`config.mk`:
```
export PLATFORM = sky130hd
export DESIGN_NAME = compare_arbiter
export DESIGN_NICKNAME = d
export VERILOG_FILES = /design/src/rtl/compare_arbiter.sv
export SDC_FILE = /design/constraint.sdc
export NUM_CORES = 1
export LEC_CHECK = 0
export BUFFER_PORTS_ARGS = -buffer_cell sky130_fd_sc_hd__buf_4
export CAP_MARGIN = 20
export CORE_MARGIN = 2
export CORE_UTILIZATION = 40
export CTS_CLUSTER_DIAMETER = 200
export DETAILED_ROUTE_END_ITERATION = 10
export GPL_TIMING_DRIVEN = 0
export PLACE_DENSITY = 0.71
export SLEW_MARGIN = 5
export SYNTH_ARGS = -nofsm -noshare
export SYNTH_HDL_FRONTEND = slang
export SYNTH_SLANG_ARGS = --single-unit
```
`constraint.sdc`:
```
create_clock -name clk -period 5 [get_ports clk]
set_clock_uncertainty 0.2 [all_clocks]
set_input_delay 0.25 -clock clk [delete_from_list [all_inputs] [get_ports clk]]
set_output_delay 0.25 -clock clk [all_outputs]
set_load 0.005 [all_outputs]
```
`src/rtl/compare_arbiter.sv`:
```
// Round-robin arbiter sharing one equality comparator among NUM_REQ requesters.
// One compare in flight at a time: IDLE grants, CMP evaluates, RESP holds the result until taken.
module compare_arbiter #(
    parameter int DATA_WIDTH = 32,
    parameter int NUM_REQ    = 4,
    parameter int ID_W       = ($clog2(NUM_REQ) > 0) ? $clog2(NUM_REQ) : 1
) (
    input  logic                          clk,
    input  logic                          rst_n,
    input  logic [NUM_REQ-1:0]            req_valid,
    input  logic [NUM_REQ*DATA_WIDTH-1:0] req_a,
    input  logic [NUM_REQ*DATA_WIDTH-1:0] req_b,
    output logic [NUM_REQ-1:0]            req_ready,
    output logic                          rsp_valid,
    output logic                          rsp_eq,
    output logic [ID_W-1:0]               rsp_id,
    input  logic                          rsp_ready,
    output logic                          busy
);

    typedef enum logic [1:0] {
        IDLE = 2'd0,
        CMP  = 2'd1,
        RESP = 2'd2
    } state_t;

    state_t                state;
    state_t                state_nxt;
    logic [ID_W-1:0]       rr_ptr;
    logic [ID_W-1:0]       grant_idx;
    logic [ID_W-1:0]       ptr_nxt;
    logic [NUM_REQ-1:0]    grant_onehot;
    logic                  grant_any;
    logic                  accept;
    logic [DATA_WIDTH-1:0] a_reg;
    logic [DATA_WIDTH-1:0] b_reg;
    logic [ID_W-1:0]       id_reg;
    logic [DATA_WIDTH-1:0] a_arr [NUM_REQ];
    logic [DATA_WIDTH-1:0] b_arr [NUM_REQ];

    for (genvar g = 0; g < NUM_REQ; g++) begin : g_unpack
        assign a_arr[g] = req_a[g*DATA_WIDTH +: DATA_WIDTH];
        assign b_arr[g] = req_b[g*DATA_WIDTH +: DATA_WIDTH];
    end

    // First valid requester at or after rr_ptr, wrapping past the top index.
    always_comb begin
        int cand;
        cand         = 0;
        grant_any    = 1'b0;
        grant_idx    = '0;
        grant_onehot = '0;
        for (int i = 0; i < NUM_REQ; i++) begin
            cand = int'(rr_ptr) + i;
            if (cand >= NUM_REQ) begin
                cand = cand - NUM_REQ;
            end
            if (!grant_any && req_valid[cand[ID_W-1:0]]) begin
                grant_any                    = 1'b1;
                grant_idx                    = cand[ID_W-1:0];
                grant_onehot[cand[ID_W-1:0]] = 1'b1;
            end
        end
    end

    always_comb begin
        req_ready = '0;
        if (rst_n && (state == IDLE)) begin
            req_ready = grant_onehot;
        end
    end

    assign accept = grant_any && (state == IDLE) && |(req_valid & req_ready);
    assign busy   = (state != IDLE);

    always_comb begin
        ptr_nxt = '0;
        if (grant_idx != ID_W'(NUM_REQ - 1)) begin
            ptr_nxt = grant_idx + ID_W'(1);
        end
    end

    always_ff @(posedge clk or negedge rst_n) begin
        if (!rst_n) begin
            state <= IDLE;
        end else begin
            state <= state_nxt;
        end
    end

    always_comb begin
        state_nxt = state;
        case (state)
            IDLE:    if (accept) state_nxt = CMP;
            CMP:     state_nxt = RESP;
            RESP:    if (rsp_ready) state_nxt = IDLE;
            default: state_nxt = IDLE;
        endcase
    end

    // The pointer advances only on an actual accept, so idle cycles keep the rotation position.
    always_ff @(posedge clk or negedge rst_n) begin
        if (!rst_n) begin
            rr_ptr    <= '0;
            a_reg     <= '0;
            b_reg     <= '0;
            id_reg    <= '0;
            rsp_valid <= 1'b0;
            rsp_eq    <= 1'b0;
            rsp_id    <= '0;
        end else begin
            case (state)
                IDLE: begin
                    if (accept) begin
                        a_reg  <= a_arr[grant_idx];
                        b_reg  <= b_arr[grant_idx];
                        id_reg <= grant_idx;
                        rr_ptr <= ptr_nxt;
                    end
                end
                CMP: begin
                    rsp_eq    <= (a_reg == b_reg);
                    rsp_id    <= id_reg;
                    rsp_valid <= 1'b1;
                end
                RESP: begin
                    if (rsp_ready) begin
                        rsp_valid <= 1'b0;
                    end
                end
                default: begin
                    rsp_valid <= 1'b0;
                end
            endcase
        end
    end

endmodule
```
**After elaboration in Yosys (flattened, before gate mapping)**

Index checks and enable logic that the tools add are counted.

- Word-level logic and storage cells: 105
- Flip-flop bits (word level): 74
- Output and inout bits: 9
- Input bits: 263

- Bitwise logic cells: 6
- Magnitude comparators: 13
- Reduce and logical (&&, ||, !) cells: 19
- Equality and inequality tests: 6
- Muxes and demuxes: 45
- $add $sub $neg: 8

Operators by type and width:

| kind | number |
|---|---|
| 32-bit binary-select mux with 2-bit select | 2 |
| 32-bit 2-to-1 mux | 4 |
| 32-bit == test | 1 |
| 2-bit 2-to-1 mux | 11 |
| 4-bit 2-to-1 mux | 5 |
| 1-bit 2-to-1 mux | 13 |
| 3-bit greater-or-equal comparator (second input constant) | 4 |
| 2-bit by 3-bit less-than comparator with 1-bit output (second input constant) | 4 |
| 4-bit bitwise OR | 3 |
| 1-bit logical AND | 10 |
| 1-bit binary-select mux with 2-bit select | 4 |
| 1-bit demux with 2-bit select | 4 |
| 2-bit by 1-bit greater-or-equal comparator with 1-bit output (second input constant) | 4 |
| 2-bit by 1-bit subtractor with 2-bit output (second input constant) | 4 |
| 2-bit by 2-bit adder with 3-bit output (second input constant) | 2 |
| 2-bit inequality test (second input constant) | 3 |
| 2-bit case mux with 3 select lines | 1 |
| 2-bit AND reduction | 3 |
| 4-bit bitwise AND | 1 |
| 4-bit OR reduction | 1 |
| 2-bit by 1-bit adder with 3-bit output (second input constant) | 1 |
| 2-bit by 3-bit greater-or-equal comparator with 1-bit output (second input constant) | 1 |
| 1-bit zero test | 3 |
| 2-bit inverter with 3-bit output | 1 |
| other kinds (7) | 7 |

**Logic depth before layout (Yosys ltp)**

Gate-level depths: netlist (run 1).

- Word-level depth: 20
- Gate-level depth with buffers: 14
- Mapped depth without buffers: 10

**Worst setup path after synthesis (run 1)**

No wires, ideal clock.

- Path type: flip-flop to flip-flop
- From: register rr_ptr[0]
- To: register rr_ptr[1]
- Stages on the path, launching flop included: 12
- Setup slack: 1063 ps
- Arrival: 3609 ps
- Clock period less this slack: 3937 ps
- Cells stage by stage: dfrtp_1 -> clkbuf_1 -> inv_1 -> ha_1 -> clkbuf_1 -> mux2i_1 -> mux2i_1 -> a211o_1 -> a221o_1 -> o41ai_4 -> buf_4 -> mux2_1

- Longest elaborated chain between the ends: 19
- Elaborated cells between the ends (all ways): 73

Ends and longest elaborated chain:

| element | line | RTL |
|---|---|---|
| start: declaration | 29 | `logic [ID_W-1:0] rr_ptr;` |
| start signal: assignment | 118 | `rr_ptr <= ptr_nxt;` |
| branches (longest 19 deep; another with 2-bit by 1-bit adder with 3-bit output) | n/a |  |

Several ways; the timed one is not identified. The select of a mux whose other input is x is not followed.
A chain may end at the register's enable or synchronous reset.

**Worst setup path after layout (run 1)**

- From: register rr_ptr[0]
- To: register rr_ptr[0]

- Elaborated cells between the ends (all ways): 73

RTL lines:

| element | line | RTL |
|---|---|---|
| branches (longest 13 deep; another with 2-bit by 1-bit adder with 3-bit output) | n/a |  |
| 2-bit 2-to-1 mux * | 58 | `if (!grant_any && req_valid[cand[ID_W-1:0]]) begin` |
| net grant_idx[1] | 30 | `logic [ID_W-1:0] grant_idx;` |
| 2-bit inequality test * | 78 | `if (grant_idx != ID_W'(NUM_REQ - 1)) begin` |
| 2-bit 2-to-1 mux * | 78 |  |

Mark *: on every way through the listed nets, which the timed path passes. The select of a mux whose other input is x is not followed.

==> results.ini, run 1 <==
[setup_path]
required_ns=5.06
crit_path_start_kind=flip-flop
path_cells=clkbuf_1 -> inv_1 -> ha_1 -> clkbuf_1 -> nor3_1 -> o21ai_0 -> nand2_1 -> o31ai_2 -> clkbuf_2 -> clkbuf_1 -> inv_1 -> ha_1 -> or3_1 -> o21ai_1
critPathCaptureType=flip-flop
crit_type=reg -> reg
rrSetupSlack_ns=0.40
cp_num_cells=14
cp_num_buf_inv=6
slowest_stage=o31ai_2
timing.rr.start=rr_ptr[0]
critPathTopFamily=buffers and inverters
cp_slowest_stage_delay_ns=0.58
crit_fanout=10
cp_common_cell=clkbuf_1
r2r_cells=14
rr_endpoint=rr_ptr[0]
crit_arrival_ns=4.66

[worst_hold_path]
min-delay-start=req_b[90]
hold_class=in -> reg
holdPathStages=3
min_to=b_reg[26]

[run_status]
outcome=finished clean

[cells_and_area]
mostFrequentLayoutCells=278 x buf_4, 204 x nand2_1, 74 x dfrtp_1
area_growth_pct=45.5
diodes=0
final_common_cell=buf_4
final_util_pct=59.5
drive_above_1_share_pct=29.9
layout.nets=1286
postLayoutCellArea_um2=8230

[floorplanning]
core-area_um2=13800
fp-row-count=43
dieHeight_um=123
fp.dieArea_um2=15100
initial_utilization_pct=40.9
io_pins=272
fp.dieW_um=123

[clock_tree]
clkLatencyLatePin_ns=0.33
cts_tree=done
cts_max_level=3
cts_buffers=9
clk_path_buf_depth=2
clock-sinks=74
clk_pin_slew_ns=0.06
root_buffer=clkbuf_16

[synthesis]
syn_area_per_cell_um2=7.72
yosysUniqueCellTypes=42
ys.flop_type=dfrtp_1
synth_cells=732
syn_nets=1003
yosysWarnings=0
syn_area_um2=5650
ys_async_sr_fraction_pct=100
synth_seq_cells=74
synth-edff-count=0
ys_seq_area_share_pct=32.8

[sta]
tns_ns=0
fin_ws_ns=0.397
fmax_mhz=217
setup_viol=0
slew_headroom_pct=34.2
tightestPinTransition_ns=0.987
fin_crit_sh_pct=92.1
finalMaxSlewViolations=0
hold_viol=0
min_period_ns=4.60
rsz0062_at_grt=false

[power_and_ir_drop]
vdd_drop_max_mv=0.290
leakage_nw=4.06
cellPowerDensity_nw_per_um2=643
p_total_mw=5.29

[place]
place_ws_ns=0.131
place_hpwl_mm=17.6
portBuffers=269
gp_congestion=0.941
post_dp_cell_area_um2=7900

[routing]
route.detailed.drc=0
dr.pass1.iters=5
first_iter_violations=374
dr_total_vias=6425
viasPerCell=5.36
avgRoutedWirePerCell_um=18.4
ant_nets=0
routed_wirelength_mm=22.1

[run]
max-cap-violations=0

[global_routing]
antenna_found_initial=0
grt_pass1_vias=6307
grt_pass1_wl_mm=33.4
overflow=0
grt_use_total_pct=29.3
grt_max_degree=76

==> cell families (layout without fill, tap and decap cells) <==
group | count (synthesis) | after routing | share of synthesized area (%)
buffers and inverters | 72 | 359 | 5.29
multiplexers | 12 | 12 | 2.28
adder cells (fa/ha/maj) | 8 | 8 | 1.77
AND/OR/NAND/NOR | 365 | 365 | 31.2
AO/OA/AOI/OAI | 169 | 169 | 21.7
XOR/XNOR | 32 | 32 | 4.96
flip-flops | 74 | 74 | 32.8
==> power breakdown <==
part           internal (mW)  switching, mW
combinational           1.38           2.12
sequential             0.902          0.259
clock                  0.383          0.252
total                   2.66           2.63
==> repair_timing <==
action                                 CTS  global route
setup endpoints to repair                0            68
hold buffers                             2             0
setup buffers                            0             2
endpoints found under the hold margin   75             0
resized for setup                        0            11
==> layout make-up <==
class	count	area [µm²]
Fill cell	1346	5600
Multi-Input combinational cell	586	3510
Timing Repair Buffer	273	2050
Sequential cell	74	1850
Buffer	62	268
Clock buffer	10	229
Tap cell	180	225
Clock inverter	5	56.3
Inverter	9	33.8
==> worst max path at each step <==
| stage | from | endpoint | slack (ns) |
|---|---|---|---|
| final | rr_ptr[0] | rr_ptr[0] | 0.40 |
| after global routing | rr_ptr[0] | a_reg[5] | 0.05 |
| after CTS | rr_ptr[0] | rr_ptr[0] | 0.08 |
| after detailed placement | rr_ptr[0] | rr_ptr[0] | 0.13 |
| after global placement | rr_ptr[0] | rr_ptr[0] | 0.07 |
| after floorplan | rr_ptr[0] | rr_ptr[1] | 1.06 |
==> cell usage after synthesis, types with 2 or more instances <==
master | instances | area share [%]
nand2_1 | 204 | 14
dfrtp_1 | 74 | 33
and3_1 | 66 | 7.3
and2_1 | 65 | 7.2
o31ai_1 | 65 | 8.6
a211oi_1 | 64 | 8.5
clkbuf_1 | 53 | 3.5
xnor2_1 | 17 | 2.6
xor2_1 | 15 | 2.3
o21ai_0 | 13 | 1.2
a21oi_1 | 11 | 0.97
inv_1 | 9 | 0.60
ha_1 | 8 | 1.8
buf_4 | 7 | 0.93
nor2_1 | 6 | 0.40
mux2i_1 | 5 | 0.89
nand4_1 | 5 | 0.55
nor3_1 | 5 | 0.44
mux2_2 | 4 | 0.80
nor4_1 | 4 | 0.44
a22oi_1 | 3 | 0.40
mux2_1 | 3 | 0.60
nor3b_1 | 3 | 0.40
a221oi_1 | 2 | 0.31
and3b_1 | 2 | 0.31
buf_2 | 2 | 0.18
o21ai_1 | 2 | 0.18
==> stage by stage <==
stage,instances,hold WS (ns)
2_1_floorplan,732,-0.246
3_3_place_gp,1181,0.252
3_5_place_dp,1181,0.262
4_1_cts,1198,0.0467
5_1_grt,1199,0.0620
6_report,1199,0.0506
==> per-layer routing <==
metal	global-route usage (%)	part of all wire (%)
met2	48.9	48
met1	39.3	43
met5	0	0
met3	5.26	7.6
met4	7.33	1.8
==> worst min-delay path: stages <==
cell and delay, ns:
buf_4 0.08, a211oi_1 0.05, o31ai_1 0.17
No activity file was read; power rests on OpenSTA's default activity.
==> run 2, diff against run 1 <==
- REMOVE_ABC_BUFFERS: unset -> 1
==> run 2 against run 1 <==
Net effect:
- non-clock buffer count down 43
- clock power down 8.7%
- fmax up 0.98%
- global-route usage down 5.5 points
- setup slack better by 0.044 ns
- sequential share of layout area down 0.20 points
- combinational power down 2%
- first-iteration DRC count down 0.53%
- register-to-register slack better by 0.04 ns
==> results.ini, run 2 (synthesis results as in run 1) <==
[routing]
dr.pass1.iters=4  ; -1
first_iter_violations=372  ; -0.53%
ant_nets=0  ; unchanged
avgRoutedWirePerCell_um=15.6  ; -15%
routed_wirelength_mm=18.0  ; -19%
viasPerCell=5.15  ; -3.8%
dr_total_vias=5946  ; -7.5%
route.detailed.drc=0  ; unchanged

[setup_path]
cp_slowest_stage_delay_ns=0.68  ; +0.10 ns
crit_path_start_kind=flip-flop
critPathLaunch=rr_ptr[0]
timing.rr.start=rr_ptr[0]
endpoint=a_reg[1]
rrSetupSlack_ns=0.44  ; +0.04 ns
crit_type=reg -> reg
required_ns=5.03  ; -0.03 ns
slowest_stage=dfrtp_1
path_cells=inv_1 -> ha_1 -> mux2i_1 -> mux2i_1 -> a211o_1 -> a221o_1 -> o41ai_4 -> buf_6 -> buf_8 -> buf_6 -> nand2_1 -> o31ai_1
critPathCaptureType=flip-flop
crit_fanout=18  ; +8
r2r_cells=12  ; -2
crit_arrival_ns=4.59  ; -0.07 ns
rr_endpoint=a_reg[1]

[cells_and_area]
postLayoutCellArea_um2=8300  ; +0.90%
mostFrequentLayoutCells=271 x buf_4, 204 x nand2_1, 74 x dfrtp_1
final_common_cell=buf_4
drive_above_1_share_pct=31.8  ; +1.9 points
multiInputGateArea_um2=3530  ; +0.57%
layout.nets=1243  ; -3.3%
regArea_um2=1850  ; unchanged
fillCellCount=1329  ; -1.3%
diodes=0  ; unchanged
area_growth_pct=46.8
final_util_pct=60.0  ; +0.53 points
layout.cells.non_filler=1154  ; -3.8%

[power_and_ir_drop]
p_switching_mw=2.32  ; -12%
pwr-share-comb_pct=66.9  ; +0.8 points
power.internal_mw=2.82  ; +5.8%
cellPowerDensity_nw_per_um2=619  ; -3.8%
p_total_mw=5.13  ; -3.0%
vdd_drop_max_mv=0.294  ; +1.2%
pwr-share-clk_pct=11.3  ; -0.7 points
p_sw_share_pct=45.1  ; -4.6 points
leakage_nw=4.11  ; +1.2%
pwr-share-seq_pct=21.8  ; about the same

[global_routing]
grt_pass1_wl_mm=28.3  ; -15%
grt_use_total_pct=23.8  ; -5.5 points
overflow=0  ; unchanged
grt_max_degree=76  ; unchanged
grt_pass1_vias=5740  ; -9.0%
antenna_found_initial=0  ; unchanged

[sta]
fin_crit_sh_pct=91.2  ; -0.89 points
setup_viol=0  ; unchanged
slew_headroom_pct=47.1  ; +13 points
min_period_ns=4.56  ; -0.0445 ns
hold_ws_ns=0.0179  ; -0.0327 ns
finalMaxSlewViolations=0  ; unchanged
hold_viol=0  ; unchanged
fin_ws_ns=0.441  ; +0.0445 ns
rsz0062_at_grt=false
tightestPinTransition_ns=0.790  ; -0.197 ns
tns_ns=0  ; unchanged
fmax_mhz=219  ; +0.98%

[run_status]
outcome=finished clean

[clock_tree]
root_buffer=clkbuf_16
clkLatencyLatePin_ns=0.33  ; about the same
cts_resized=0  ; unchanged
clk_path_buf_depth=2  ; unchanged
cts_tree=done
clk_pin_slew_ns=0.05  ; about the same
cts_max_level=3  ; unchanged
clock-sinks=74  ; unchanged
cts_buffers=9  ; unchanged

[floorplanning]
io_pins=272  ; unchanged
fp-row-count=43  ; unchanged
core-area_um2=13800  ; unchanged
dieHeight_um=123  ; unchanged
initial_utilization_pct=40.9  ; unchanged
fp.dieArea_um2=15100  ; unchanged
fp.dieW_um=123  ; unchanged

[place]
post_dp_cell_area_um2=8000  ; +1.3%
place_hpwl_mm=14.0  ; -21%
place_ws_ns=0.504  ; +0.372 ns
portBuffers=271  ; +0.74%
dp_cells=1139  ; -3.6%
gp_congestion=0.880  ; -6.4%

[worst_hold_path]
holdPathStages=3  ; unchanged
hold_class=in -> reg

[run]
max-cap-violations=0  ; unchanged

## run 2: cell types whose count changed in the layout (fill, tap and decap cells not counted), sizes merged
cell / before / now
buf: 281 / 291
clkbuf: 62 / 13
clkinv: 3 / 0
clkinvlp: 1 / 0
bufinv: 1 / 0
dlygate4sd3: 2 / 1
## run 2: worst min path at each step
| stage | endpoint | from | slack [ns] |
|---|---|---|---|
| 3_5_place_dp | id_reg[1] | id_reg[1] | 0.27 |
| 6_report | rsp_valid | rsp_ready | 0.02 |
| 3_3_place_gp | id_reg[0] | id_reg[0] | 0.26 |
| 2_1_floorplan | a_reg[0] | rst_n | -0.25 |
| 5_1_grt | rsp_valid | rsp_ready | 0.03 |
| 4_1_cts | rsp_valid | rsp_ready | 0.008 |
## run 2: power by group through the flow
stage,Sequential (mW),Clock (mW),Combinational [mW]
6_report,1.12,0.580,3.43
3_3_place_gp,1.13,0,2.96
3_5_place_dp,1.13,0,3.46
5_1_grt,1.16,0.622,3.86
2_1_floorplan,1.09,0,2.40
4_1_cts,1.12,0.599,3.47
## run 2: worst max-delay path, delay by kind of cell (launching register included)
family	cells	cell delay, ns
fa+ha+maj	1	0.56
flops	1	0.68
simple gates	1	0.07
compound gates	4	1.39
mux	2	0.64
buf+inv	4	0.91
## run 2: layout make-up
class                      instances  share of cell area [%]
multi-input combinational        586                    42.5
tap                              180                    2.71
clock buffer                      13                    3.14
timing repair buffer             292                    28.9
sequential                        74                    22.3
inverter                           9                   0.437
## run 2: routing by layer
metal  up-vias  wire (µm)  global-route usage (%)
met5         -          0                       0
met4         0        340                    7.40
met3        22       1050                    4.38
met2       174       8910                    39.0
met1      2706       7700                    32.0
li1       3044          -                       -
## run 2: timing repair
item | in CTS | in global routing
endpoints found under the hold margin | 74 | 0
hold buffers | 1 | 0
setup buffers | 0 | 0
